**src/rtl/registro_carga_in.sv**
```systemverilog
// Input load stage: debounced load/clear buttons step operand A, operand B and the
// opcode into registers, then offer the word to the ALU over a valid/ready handshake.

module registro_carga_in_deb #(
  parameter int DEB_CYCLES = 4
) (
  input  logic clk,
  input  logic rst,
  input  logic btn_i,
  output logic evt_o
);

  localparam int CW = (DEB_CYCLES > 1) ? $clog2(DEB_CYCLES) : 1;
  localparam logic [CW-1:0] CNT_MAX = CW'(DEB_CYCLES - 1);

  logic          s1_q;
  logic          s2_q;
  logic          deb_q;
  logic          deb_d;
  logic          deb_prev_q;
  logic [CW-1:0] cnt_q;
  logic [CW-1:0] cnt_d;

  // The debounced level only follows s2 after DEB_CYCLES consecutive mismatched cycles.
  always_comb begin
    cnt_d = cnt_q;
    deb_d = deb_q;
    if (s2_q != deb_q) begin
      if (cnt_q == CNT_MAX) begin
        deb_d = s2_q;
        cnt_d = '0;
      end else begin
        cnt_d = cnt_q + CW'(1);
      end
    end else begin
      cnt_d = '0;
    end
  end

  always_ff @(posedge clk) begin
    if (rst) begin
      s1_q       <= 1'b0;
      s2_q       <= 1'b0;
      deb_q      <= 1'b0;
      deb_prev_q <= 1'b0;
      cnt_q      <= '0;
    end else begin
      s1_q       <= btn_i;
      s2_q       <= s1_q;
      deb_q      <= deb_d;
      deb_prev_q <= deb_q;
      cnt_q      <= cnt_d;
    end
  end

  assign evt_o = deb_q & ~deb_prev_q;

endmodule

module registro_carga_in #(
  parameter int N          = 4,
  parameter int OPW        = 4,
  parameter int DEB_CYCLES = 4
) (
  input  logic           clk,
  input  logic           rst,
  input  logic [N-1:0]   sw_data,
  input  logic [OPW-1:0] sw_op,
  input  logic           btn_load,
  input  logic           btn_clear,
  input  logic           alu_ready,
  output logic [N-1:0]   a_out,
  output logic [N-1:0]   b_out,
  output logic [OPW-1:0] op_out,
  output logic           valid,
  output logic [1:0]     state_out,
  output logic [7:0]     op_count
);

  localparam logic [1:0] S_LOAD_A  = 2'b00;
  localparam logic [1:0] S_LOAD_B  = 2'b01;
  localparam logic [1:0] S_LOAD_OP = 2'b10;
  localparam logic [1:0] S_ISSUE   = 2'b11;

  logic           load_evt;
  logic           clear_evt;
  logic [1:0]     state_q;
  logic [1:0]     state_d;
  logic [N-1:0]   a_q;
  logic [N-1:0]   a_d;
  logic [N-1:0]   b_q;
  logic [N-1:0]   b_d;
  logic [OPW-1:0] op_q;
  logic [OPW-1:0] op_d;
  logic           valid_q;
  logic           valid_d;
  logic [7:0]     cnt_q;
  logic [7:0]     cnt_d;

  registro_carga_in_deb #(.DEB_CYCLES(DEB_CYCLES)) u_deb_load (
    .clk   (clk),
    .rst   (rst),
    .btn_i (btn_load),
    .evt_o (load_evt)
  );

  registro_carga_in_deb #(.DEB_CYCLES(DEB_CYCLES)) u_deb_clear (
    .clk   (clk),
    .rst   (rst),
    .btn_i (btn_clear),
    .evt_o (clear_evt)
  );

  // Clear outranks the handshake, which outranks loading; loads in ISSUE are dropped.
  always_comb begin
    state_d = state_q;
    a_d     = a_q;
    b_d     = b_q;
    op_d    = op_q;
    cnt_d   = cnt_q;
    if (clear_evt) begin
      state_d = S_LOAD_A;
      a_d     = '0;
      b_d     = '0;
      op_d    = '0;
    end else begin
      case (state_q)
        S_LOAD_A: begin
          if (load_evt) begin
            a_d     = sw_data;
            state_d = S_LOAD_B;
          end else begin
            state_d = S_LOAD_A;
          end
        end
        S_LOAD_B: begin
          if (load_evt) begin
            b_d     = sw_data;
            state_d = S_LOAD_OP;
          end else begin
            state_d = S_LOAD_B;
          end
        end
        S_LOAD_OP: begin
          if (load_evt) begin
            op_d    = sw_op;
            state_d = S_ISSUE;
          end else begin
            state_d = S_LOAD_OP;
          end
        end
        S_ISSUE: begin
          if (alu_ready) begin
            cnt_d   = cnt_q + 8'd1;
            state_d = S_LOAD_A;
          end else begin
            state_d = S_ISSUE;
          end
        end
        default: begin
          state_d = S_LOAD_A;
        end
      endcase
    end
    valid_d = (state_d == S_ISSUE);
  end

  always_ff @(posedge clk) begin
    if (rst) begin
      state_q <= S_LOAD_A;
      a_q     <= '0;
      b_q     <= '0;
      op_q    <= '0;
      valid_q <= 1'b0;
      cnt_q   <= 8'd0;
    end else begin
      state_q <= state_d;
      a_q     <= a_d;
      b_q     <= b_d;
      op_q    <= op_d;
      valid_q <= valid_d;
      cnt_q   <= cnt_d;
    end
  end

  assign a_out     = a_q;
  assign b_out     = b_q;
  assign op_out    = op_q;
  assign valid     = valid_q;
  assign state_out = state_q;
  assign op_count  = cnt_q;

endmodule

```
**config.mk**
```make
export PLATFORM = sky130hd
export DESIGN_NAME = registro_carga_in
export DESIGN_NICKNAME = d
export VERILOG_FILES = /design/src/rtl/registro_carga_in.sv
export SDC_FILE = /design/constraint.sdc
export NUM_CORES = 1
export LEC_CHECK = 0
export BUFFER_PORTS_ARGS = -buffer_cell sky130_fd_sc_hd__buf_2
export CORE_UTILIZATION = 42
export DETAILED_ROUTE_END_ITERATION = 10
export PLACE_DENSITY_LB_ADDON = 0.1
export SYNTH_ARGS = -nofsm -noshare
export SYNTH_HDL_FRONTEND = slang
export SYNTH_SLANG_ARGS = --single-unit
```
**constraint.sdc**
```tcl
create_clock -name clk -period 1.2 [get_ports clk]
set_input_delay 0.18 -clock clk [delete_from_list [all_inputs] [get_ports clk]]
set_output_delay 0.18 -clock clk [all_outputs]
set_load 0.01 [all_outputs]
```
==> results.cfg, run 1 <==
[cells_and_area]
syn_to_final_growth_pct = 37.67
fin_area_um2 = 1984
fillers = 284
mostFrequentLayoutCells = 34 x buf_2, 24 x dfxtp_1, 23 x nor2_1, 15 x buf_4, 14 x mux2i_1
multi_input_area_um2 = 764.5
final_nets = 211
layout_commonest_cell = buf_2
antenna_cells = 0
drive_gt1_share_pct = 46.43
seqCellArea_um2 = 732.0
instances_no_fill = 240

[global_routing]
use_met2_pct = 28.41
grt_overflow = 0
grtUsageMet3_pct = 8.102
grt_first_pass_wirelength_um = 4830
grt_pass1_vias = 1096
busiest_layer = met2
grt_max_degree = 16
use_met1_pct = 22.22
gr-usage-all-layers_pct = 18.53
antenna_found_initial = 0

[yosys]
synth-seq-area-share_pct = 48.61
synth.distinct_cells = 32
ys_seq_elements = 35
syn_nets = 158
synth_cells = 142
synth.avg_cell_area_um2 = 10.15
ys_warn_count = 0
syn-cell-area_um2 = 1441

[placement]
dpl_cell_area_um2 = 1795
dp_hpwl_um = 2047
place_inst = 228
gp_congestion = 0.7765
portBuffers = 35

[floorplanning]
io_pins = 36
chipWidth_um = 60.58
rows = 20
coreArea_um2 = 3153
dieArea_um2 = 3670
initial_core_util_pct = 45.71
die_height_um = 60.58

[route]
vias = 1184
drc_errors = 0
dr.pass1.iters = 4
wl_per_cell_um = 12.77
drt_iter0_markers = 48
routed_wl_um = 3065
antenna_left = 0
via_per_inst = 4.933

[power_and_ir_drop]
seq_power_share_pct = 58.5
power.switching_mw = 0.4284
power.share.clock_pct = 37.8
irDropWorstVdd_mv = 0.8187
power.density_nw_per_um2 = 996.0
combPwrFrac_pct = 3.7
swShare_pct = 21.68
p_leak_nw = 0.8057
totalPowerFinal_mw = 1.976
internal_power_mw = 1.548

[setup_path]
cp_data_required_time_ps = 1430
startpoint_type = register
reg2regPathDepth = 3
cp-end-kind = register
worstPathMaxFanout = 5
critical_path_class = register to register
cp_data_arrival_time_ps = 1510

[timing]
holdWs_ps = 54.53
tightest_slew_ps = 277.0
skew_ps = 10.94
fmax_mhz = 780.7
finalCritPeriodShare_pct = 106.7
layout_min_cycle_time_ps = 1281
slew-limit-headroom_pct = 81.51
final_hold_viol_count = 0
setup_viol = 20
rsz0062_at_grt = true
final-max-slew-violation-count = 0
setup_ws_ps = -80.98

[cts]
htree_levels = 2
clock_path_buffers = 2
clk_latency_ps = 340
clock-sinks = 35
cts_root_buffer = clkbuf_4
clk_pin_slew_ps = 110
numCtsBuffers = 5
cts_tree = built

[min_path]
min_path_cells = 2
hp-class = primary input to register

[outcome]
outcome = finished with violations
violations = setup timing

[flow_run]
cap_violations = 0
[power groups by stage]
stage	logic, mW	registers, mW	clock network, mW
after detailed placement	0.0721	1.20	0
after floorplan	0.0291	1.19	0
after CTS	0.0729	1.16	0.756
after global placement	0.0702	1.19	0
after global routing	0.0800	1.16	0.836
final	0.0731	1.16	0.746
[state kept, by name (all words and copies together) (netlist names), 2 cells and up]
name and flops:
a_out 4, b_out 4, op_count 8, op_out 4, state_out 2, u_deb_clear.cnt_q 2
u_deb_load.cnt_q 2
[what timing repair did]
action,CTS,global route
hold buffers,0,0
cloned,0,1
gates resized for setup,13,12
setup endpoints to repair,21,26
setup buffers,3,0
pin swaps,10,7
[synthesized netlist by cell type]
library cell / n / share of area, %
dfxtp_1: 35 / 49
nor2_1: 23 / 6.0
mux2i_1: 14 / 9.7
nor2b_1: 9 / 3.9
a21oi_1: 7 / 2.4
inv_1: 4 / 1.0
nand4_1: 4 / 1.7
buf_6: 3 / 2.3
clkbuf_1: 3 / 0.78
ha_1: 3 / 2.6
mux2_1: 3 / 2.3
nor4_1: 3 / 1.3
o31ai_1: 3 / 1.6
or3_1: 3 / 1.3
or4_1: 3 / 1.6
buf_2: 2 / 0.69
nand2_1: 2 / 0.52
nor3b_1: 2 / 1.0
o21ai_0: 2 / 0.69
xnor2_1: 2 / 1.2
a31oi_1: 1 / 0.43
and4bb_2: 1 / 0.87
clkbuf_2: 1 / 0.35
nand2_2: 1 / 0.43
nand3_1: 1 / 0.35
nand3_4: 1 / 1.2
nor2b_4: 1 / 0.95
nor4b_4: 1 / 1.6
nor4bb_1: 1 / 0.69
or2_1: 1 / 0.43
or3b_1: 1 / 0.61
or3b_2: 1 / 0.61
[per-layer routing]
layer  vias to the layer above  wire length (um)
met2                        22              1473
met1                       554              1408
li1                        602                 -
met3                         6               131
met4                         0                50
met5                         -                 0
[cell families (layout without fill, tap and decap cells)]
logic type,after synthesis,count (layout),synth area share [%]
AOI/OAI and AO/OA,13,13,5.121
xor gates and xnor gates,2,2,1.215
adders and majority gates,3,3,2.604
buffers and inverters,13,66,5.208
DFF,35,35,48.61
muxes,17,17,12.07
and+or+nand+nor,59,60,25.17
[critical path, stage by stage, from the launching register on]
cell and delay, ps:
dfxtp_2 390, nand4_1 160, nor4_4 300, mux2_1 340
[final cells by class]
| type | instances | area share, % |
|---|---|---|
| clock buffers | 8 | 3.531 |
| inverters | 4 | 0.7566 |
| multi-input cells | 95 | 38.52 |
| flip-flops and latches | 35 | 36.89 |
| well taps | 44 | 2.774 |
| repair buffers | 54 | 17.53 |
[through the flow]
step                utilization [%]  TNS, ps  setup slack [ps]
floorplan                         -   -479.9            -74.67
global placement              56.94   -341.7            -63.49
detailed placement            56.94   -844.9            -103.5
CTS                           61.15   -597.3            -54.06
global route                  62.94    -1995            -130.9
finish                        62.94   -677.2            -80.98
[final timing paths]
check / slack [ps] / end / startpoint
max: -80 / op_count[6] / op_count[4]
max reg2reg: -80 / op_count[6] / op_count[4]
min reg2reg: 420 / u_deb_clear.cnt_q[0] / u_deb_clear.cnt_q[0]
min: 50 / u_deb_clear.s1_q / btn_clear
Note: power is estimated with default switching activity, not from simulation.
==> run 2, diff against run 1 <==
--- a/config.mk
+++ b/config.mk
@@ -6,6 +6,7 @@
 export NUM_CORES = 1
 export LEC_CHECK = 0
 export BUFFER_PORTS_ARGS = -buffer_cell sky130_fd_sc_hd__buf_2
+export CORE_MARGIN = 2
 export CORE_UTILIZATION = 42
 export DETAILED_ROUTE_END_ITERATION = 10
 export PLACE_DENSITY_LB_ADDON = 0.1
==> run 2 against run 1 <==
  * The run still ends with setup timing left
  * Cell count is 1.3% higher
  * Fmax is 0.97% higher
  * Flip-flop and latch count is the same
  * Register-to-register slack about the same
  * Sequential share of layout area barely moved
  * Worst hold slack worse by 6.7 ps
  * Combinational power down 2%
  * Count of clock-buffer cells in the layout shrank 1
  * Critical endpoint is now b_out[1]
  * Highest routed layer unchanged
==> results.cfg, run 2 (synthesized netlist as in run 1, its figures left out) <==
[outcome]
outcome = finished with violations
violations = setup timing

[setup_path]
cp_data_required_time_ps = 1430
startpoint_type = register
critical_path_class = register to register
reg2reg_slack_ps = -70
cp_data_arrival_time_ps = 1500
reg2reg_from = state_out[1]
cp-end-kind = register
reg2regPathDepth = 4
worstPathMaxFanout = 8
rr_endpoint = b_out[1]

[cts]
clock-sinks = 35
clk_pin_slew_ps = 110
clock_path_buffers = 2
clk_latency_ps = 330
cts_hold_buf = 0
numCtsBuffers = 5
cts_root_buffer = clkbuf_4
cts_tree = built
htree_levels = 2

[power_and_ir_drop]
power.switching_mw = 0.4386
p_leak_nw = 0.8215
seq_power_share_pct = 58.7
power.share.clock_pct = 37.6
totalPowerFinal_mw = 1.977
combPwrFrac_pct = 3.6
swShare_pct = 22.19
internal_power_mw = 1.538
irDropWorstVdd_mv = 0.8378
power.density_nw_per_um2 = 1002

[cells_and_area]
syn_to_final_growth_pct = 36.89
mostFrequentLayoutCells = 33 x buf_2, 24 x dfxtp_1, 23 x nor2_1, 15 x buf_4, 14 x mux2i_1
fillers = 313
layout_commonest_cell = buf_2
final_nets = 212
largest_reg_flops = 8
drive_gt1_share_pct = 46.19
antenna_cells = 0

[timing]
slew-limit-headroom_pct = 84.30
skew_ps = 4.234
setup_ws_ps = -68.63
final-max-slew-violation-count = 0
setup_viol = 14
final_hold_viol_count = 0
tightest_slew_ps = 232.2
rsz0062_at_grt = true
layout_min_cycle_time_ps = 1269
fmax_mhz = 788.3
finalCritPeriodShare_pct = 105.7

[placement]
gp_congestion = 0.7591
dp_hpwl_um = 2112
dpl_worst_slack_ps = -107.3
portBuffers = 35

[global_routing]
grt_max_degree = 16
grt_overflow = 0
grt_pass1_vias = 1163
antenna_found_initial = 0
grt_first_pass_wirelength_um = 5154
gr-usage-all-layers_pct = 16.88

[route]
antenna_left = 0
drt_iter0_markers = 52
dr.pass1.iters = 4
routed_wl_um = 2974
vias = 1193
via_per_inst = 4.909
wl_per_cell_um = 12.24
drc_errors = 0

[floorplanning]
die_height_um = 62.58
dieArea_um2 = 3916
initial_core_util_pct = 43.54
coreArea_um2 = 3311
io_pins = 36
chipWidth_um = 62.58
rows = 21

[min_path]
min_to = u_deb_clear.s1_q
hp-class = primary input to register
min_path_cells = 2
hp-start = btn_clear

[flow_run]
cap_violations = 0
==> run 2: routing by layer <==
metal | wire length, um | track usage, % | vias up
met3 | 132 | 5.766 | 8
met2 | 1448 | 28.36 | 24
li1 | - | - | 602
met4 | 64 | 7.778 | 0
met5 | 0 | 0 | -
met1 | 1328 | 19.29 | 559
==> run 2: layout make-up <==
| type | count | area [um2] | share of cell area, % |
|---|---|---|---|
| Clock buffer | 7 | 65.06 | 3.297 |
| Clock inverter | 1 | 6.256 | 0.3171 |
| Inverter | 4 | 15.01 | 0.7609 |
| Multi-Input combinational cell | 95 | 737.0 | 37.35 |
| Sequential cell | 35 | 726.9 | 36.84 |
| Tap cell | 46 | 57.56 | 2.917 |
| Timing Repair Buffer | 55 | 365.4 | 18.52 |
==> run 2: what timing repair did <==
action,in CTS,in global routing
buffers inserted,4,0
hold endpoints to repair,0,0
cloned,1,0
gates resized for setup,13,6
setup endpoints to repair,18,23
pin swaps,5,1
==> run 2: critical path: stages (launching register included) <==
cell and delay [ps]:
dfxtp_4 400, nor4bb_2 280, buf_4 200, mux2i_1 210
nor2_1 60
==> run 2: worst max-delay path by stage <==
stage / start / end / slack (ps) / depth (start not counted)
2_1_floorplan: u_deb_clear.deb_q / op_count[5] / -70 / 4
3_3_place_gp: op_count[4] / op_count[6] / -70 / 3
3_5_place_dp: state_out[0] / op_count[5] / -110 / 3
4_1_cts: state_out[1] / b_out[1] / -60 / 4
5_1_grt: state_out[1] / op_count[7] / -170 / 3
6_report: state_out[1] / b_out[1] / -70 / 4
==> run 2: power by group through the flow <==
stage               registers [mW]  clock network (mW)  logic (mW)
finish                        1.16               0.744      0.0715
global route                  1.16               0.827      0.0801
CTS                           1.16               0.774      0.0701
detailed placement            1.19                   0      0.0700
global placement              1.19                   0      0.0677
floorplan                     1.19                   0      0.0291
==> run 2: stage by stage <==
step                      setup TNS [ps]  area [um2]  std cells  hold WS [ps]  util, %
final                             -485.5        1973        243         47.81    59.60
after global routing               -1766        1973        243         30.89    59.60
after CTS                         -514.9        1947        243         34.46    58.81
after global placement            -685.4        1798        230         395.6    54.31
after floorplan                   -479.9        1501        142         308.2        -
after detailed placement          -759.2        1798        230         398.2    54.31
==> run 3, diff against run 2 <==
--- a/config.mk
+++ b/config.mk
@@ -5,10 +5,10 @@
 export SDC_FILE = /design/constraint.sdc
 export NUM_CORES = 1
 export LEC_CHECK = 0
-export BUFFER_PORTS_ARGS = -buffer_cell sky130_fd_sc_hd__buf_2
 export CORE_MARGIN = 2
 export CORE_UTILIZATION = 42
 export DETAILED_ROUTE_END_ITERATION = 10
+export DONT_BUFFER_PORTS = 1
 export PLACE_DENSITY_LB_ADDON = 0.1
 export SYNTH_ARGS = -nofsm -noshare
 export SYNTH_HDL_FRONTEND = slang
==> run 3 against run 2 <==
  * The run still ends with setup timing left
  * Final area is 2.6% lower
  * Fmax decreased by 0.58%
  * Worst hold slack worse by 42 ps
  * Power shrank 7.7%
  * Via count is 8.1% lower
  * Sequential share of layout area up 1.1 points
  * Cell count fell by 7.8%
  * Critical path type unchanged
  * Largest cell class unchanged
  * Largest power group unchanged
==> results.cfg, run 3 (synthesized netlist as in run 1, its figures left out) <==
[power_and_ir_drop]
power.density_nw_per_um2 = 949.4
seq_power_share_pct = 63.5
combPwrFrac_pct = 3.6
irDropWorstVdd_mv = 0.8388
internal_power_mw = 1.423
totalPowerFinal_mw = 1.825
swShare_pct = 22.02
power.switching_mw = 0.4018
power.share.clock_pct = 32.9
p_leak_nw = 0.7053

[cells_and_area]
fin_area_um2 = 1922
final_nets = 193
mostFrequentLayoutCells = 24 x dfxtp_1, 23 x nor2_1, 19 x buf_4, 14 x mux2i_1, 11 x dlygate4sd3_1
largest_reg_flops = 8
fillers = 299
drive_gt1_share_pct = 33.15
syn_to_final_growth_pct = 33.33
layout_commonest_cell = dfxtp_1
antenna_cells = 0

[setup_path]
crit_cells = 4
cp_top_family = simple AND/OR/NAND/NOR gates
cp_num_buf_inv = 1
critical_path_class = register to register
cp_data_required_time_ps = 1460
worstPathMaxFanout = 6
crit_path_cell_trace = ha_4, inv_2, or4_1, a21oi_1
startpoint_type = register
cp_data_arrival_time_ps = 1540
max_stage_delay_ps = 490
reg2regPathDepth = 4
cp-end-kind = register
cp_slowest_cell = or4_1

[timing]
tightest_slew_ps = 509.3
rsz0062_at_grt = true
skew_ps = 7.662
final-max-slew-violation-count = 0
finalCritPeriodShare_pct = 106.3
slew-limit-headroom_pct = 65.94
holdWs_ps = 5.708
layout_min_cycle_time_ps = 1276
final_hold_viol_count = 0
setup_ws_ps = -76.04
setup_viol = 12
fmax_mhz = 783.7

[placement]
dp_hpwl_um = 1988
dpl_cell_area_um2 = 1648
portBuffers = 0
dpl_worst_slack_ps = -116.5
gp_congestion = 0.7661

[floorplanning]
chipWidth_um = 62.58
dieArea_um2 = 3916
die_height_um = 62.58
rows = 21
initial_core_util_pct = 43.54
io_pins = 36
coreArea_um2 = 3311

[route]
routed_wl_um = 2962
route.met2.wl_um = 1416
antenna_left = 0
via_per_inst = 4.893
dr.pass1.iters = 4
highest_layer = met4
wl_met3_um = 128
wl_per_cell_um = 13.22
drt_iter0_markers = 52
drt-met1-wl_um = 1367
drc_errors = 0
vias = 1096

[global_routing]
grt_overflow = 0
grt_pass1_vias = 1024
antenna_found_initial = 0
gr-usage-all-layers_pct = 16.30
grt_max_degree = 15
grt_first_pass_wirelength_um = 4940

[cts]
cts_root_buffer = clkbuf_4
clock_path_buffers = 2
clk_pin_slew_ps = 100
clk_latency_ps = 330
numCtsBuffers = 5
htree_levels = 2
cts_tree = built
clock-sinks = 35

[flow_run]
cap_violations = 0

[outcome]
outcome = finished with violations
violations = setup timing

[min_path]
min_path_cells = 2
hp-class = primary input to register
run 3: cell count changes in the layout (fill, tap and decap cells not counted), sizes merged:
cell         previous run  this run
inv                     5         4
clkinv                  0         1
dlygate4sd3             0        11
buf                    55        25
run 3: layer usage:
metal	global-route usage, %	vias to the layer above
met4	7.500	0
met1	19.75	509
met2	26.08	22
met3	5.586	5
li1	-	560
met5	0	-
run 3: cell type report:
class | instances | area, um2 | share of cell area, %
clock buffer | 7 | 45.04 | 2.344
clock inverter | 1 | 5.005 | 0.2604
inverter | 4 | 15.01 | 0.7813
multi-input combinational | 95 | 749.5 | 39.00
sequential | 35 | 729.5 | 37.96
tap | 46 | 57.56 | 2.995
timing repair buffer | 36 | 320.3 | 16.67
run 3: repair_timing:
item / CTS / global route
buffers inserted: 3 / 1
endpoints found under the setup margin: 17 / 23
hold buffers: 10 / 1
endpoints found under the hold margin: 24 / 1
resized for setup: 11 / 11
pin swaps: 10 / 4
cloned: 0 / 1
run 3: stage by stage:
stage                     TNS, ps  utilization, %  std cells
after global placement     -317.1           49.77        200
after detailed placement   -616.4           49.77        200
after CTS                  -409.8           55.93        221
final                      -399.6           58.05        224
after floorplan            -479.9               -        142
after global routing        -1535           58.05        224
run 3: power groups by stage:
stage	sequential (mW)	clock, mW	combinational (mW)
after floorplan	1.19	0	0.0291
after global placement	1.19	0	0.0278
after detailed placement	1.19	0	0.0290
after CTS	1.16	0.631	0.0628
after global routing	1.16	0.700	0.0748
final	1.16	0.600	0.0665
run 3: final timing paths:
| check | slack, ps | endpoint | from |
|---|---|---|---|
| hold / removal | 6 | op_out[1] | sw_op[1] |
| setup / recovery | -80 | op_count[2] | op_count[0] |
| setup reg to reg | -80 | op_count[2] | op_count[0] |
| hold reg to reg | 430 | u_deb_clear.cnt_q[0] | u_deb_clear.cnt_q[0] |
run 3: worst register-to-register path, delay by kind of cell (launching register included):
kind / cells / cell delay [ps]
adder cells (fa/ha/maj): 1 / 150
buffers and inverters: 1 / 50
AO/OA/AOI/OAI: 1 / 120
flip-flops: 1 / 400
AND/OR/NAND/NOR: 1 / 490
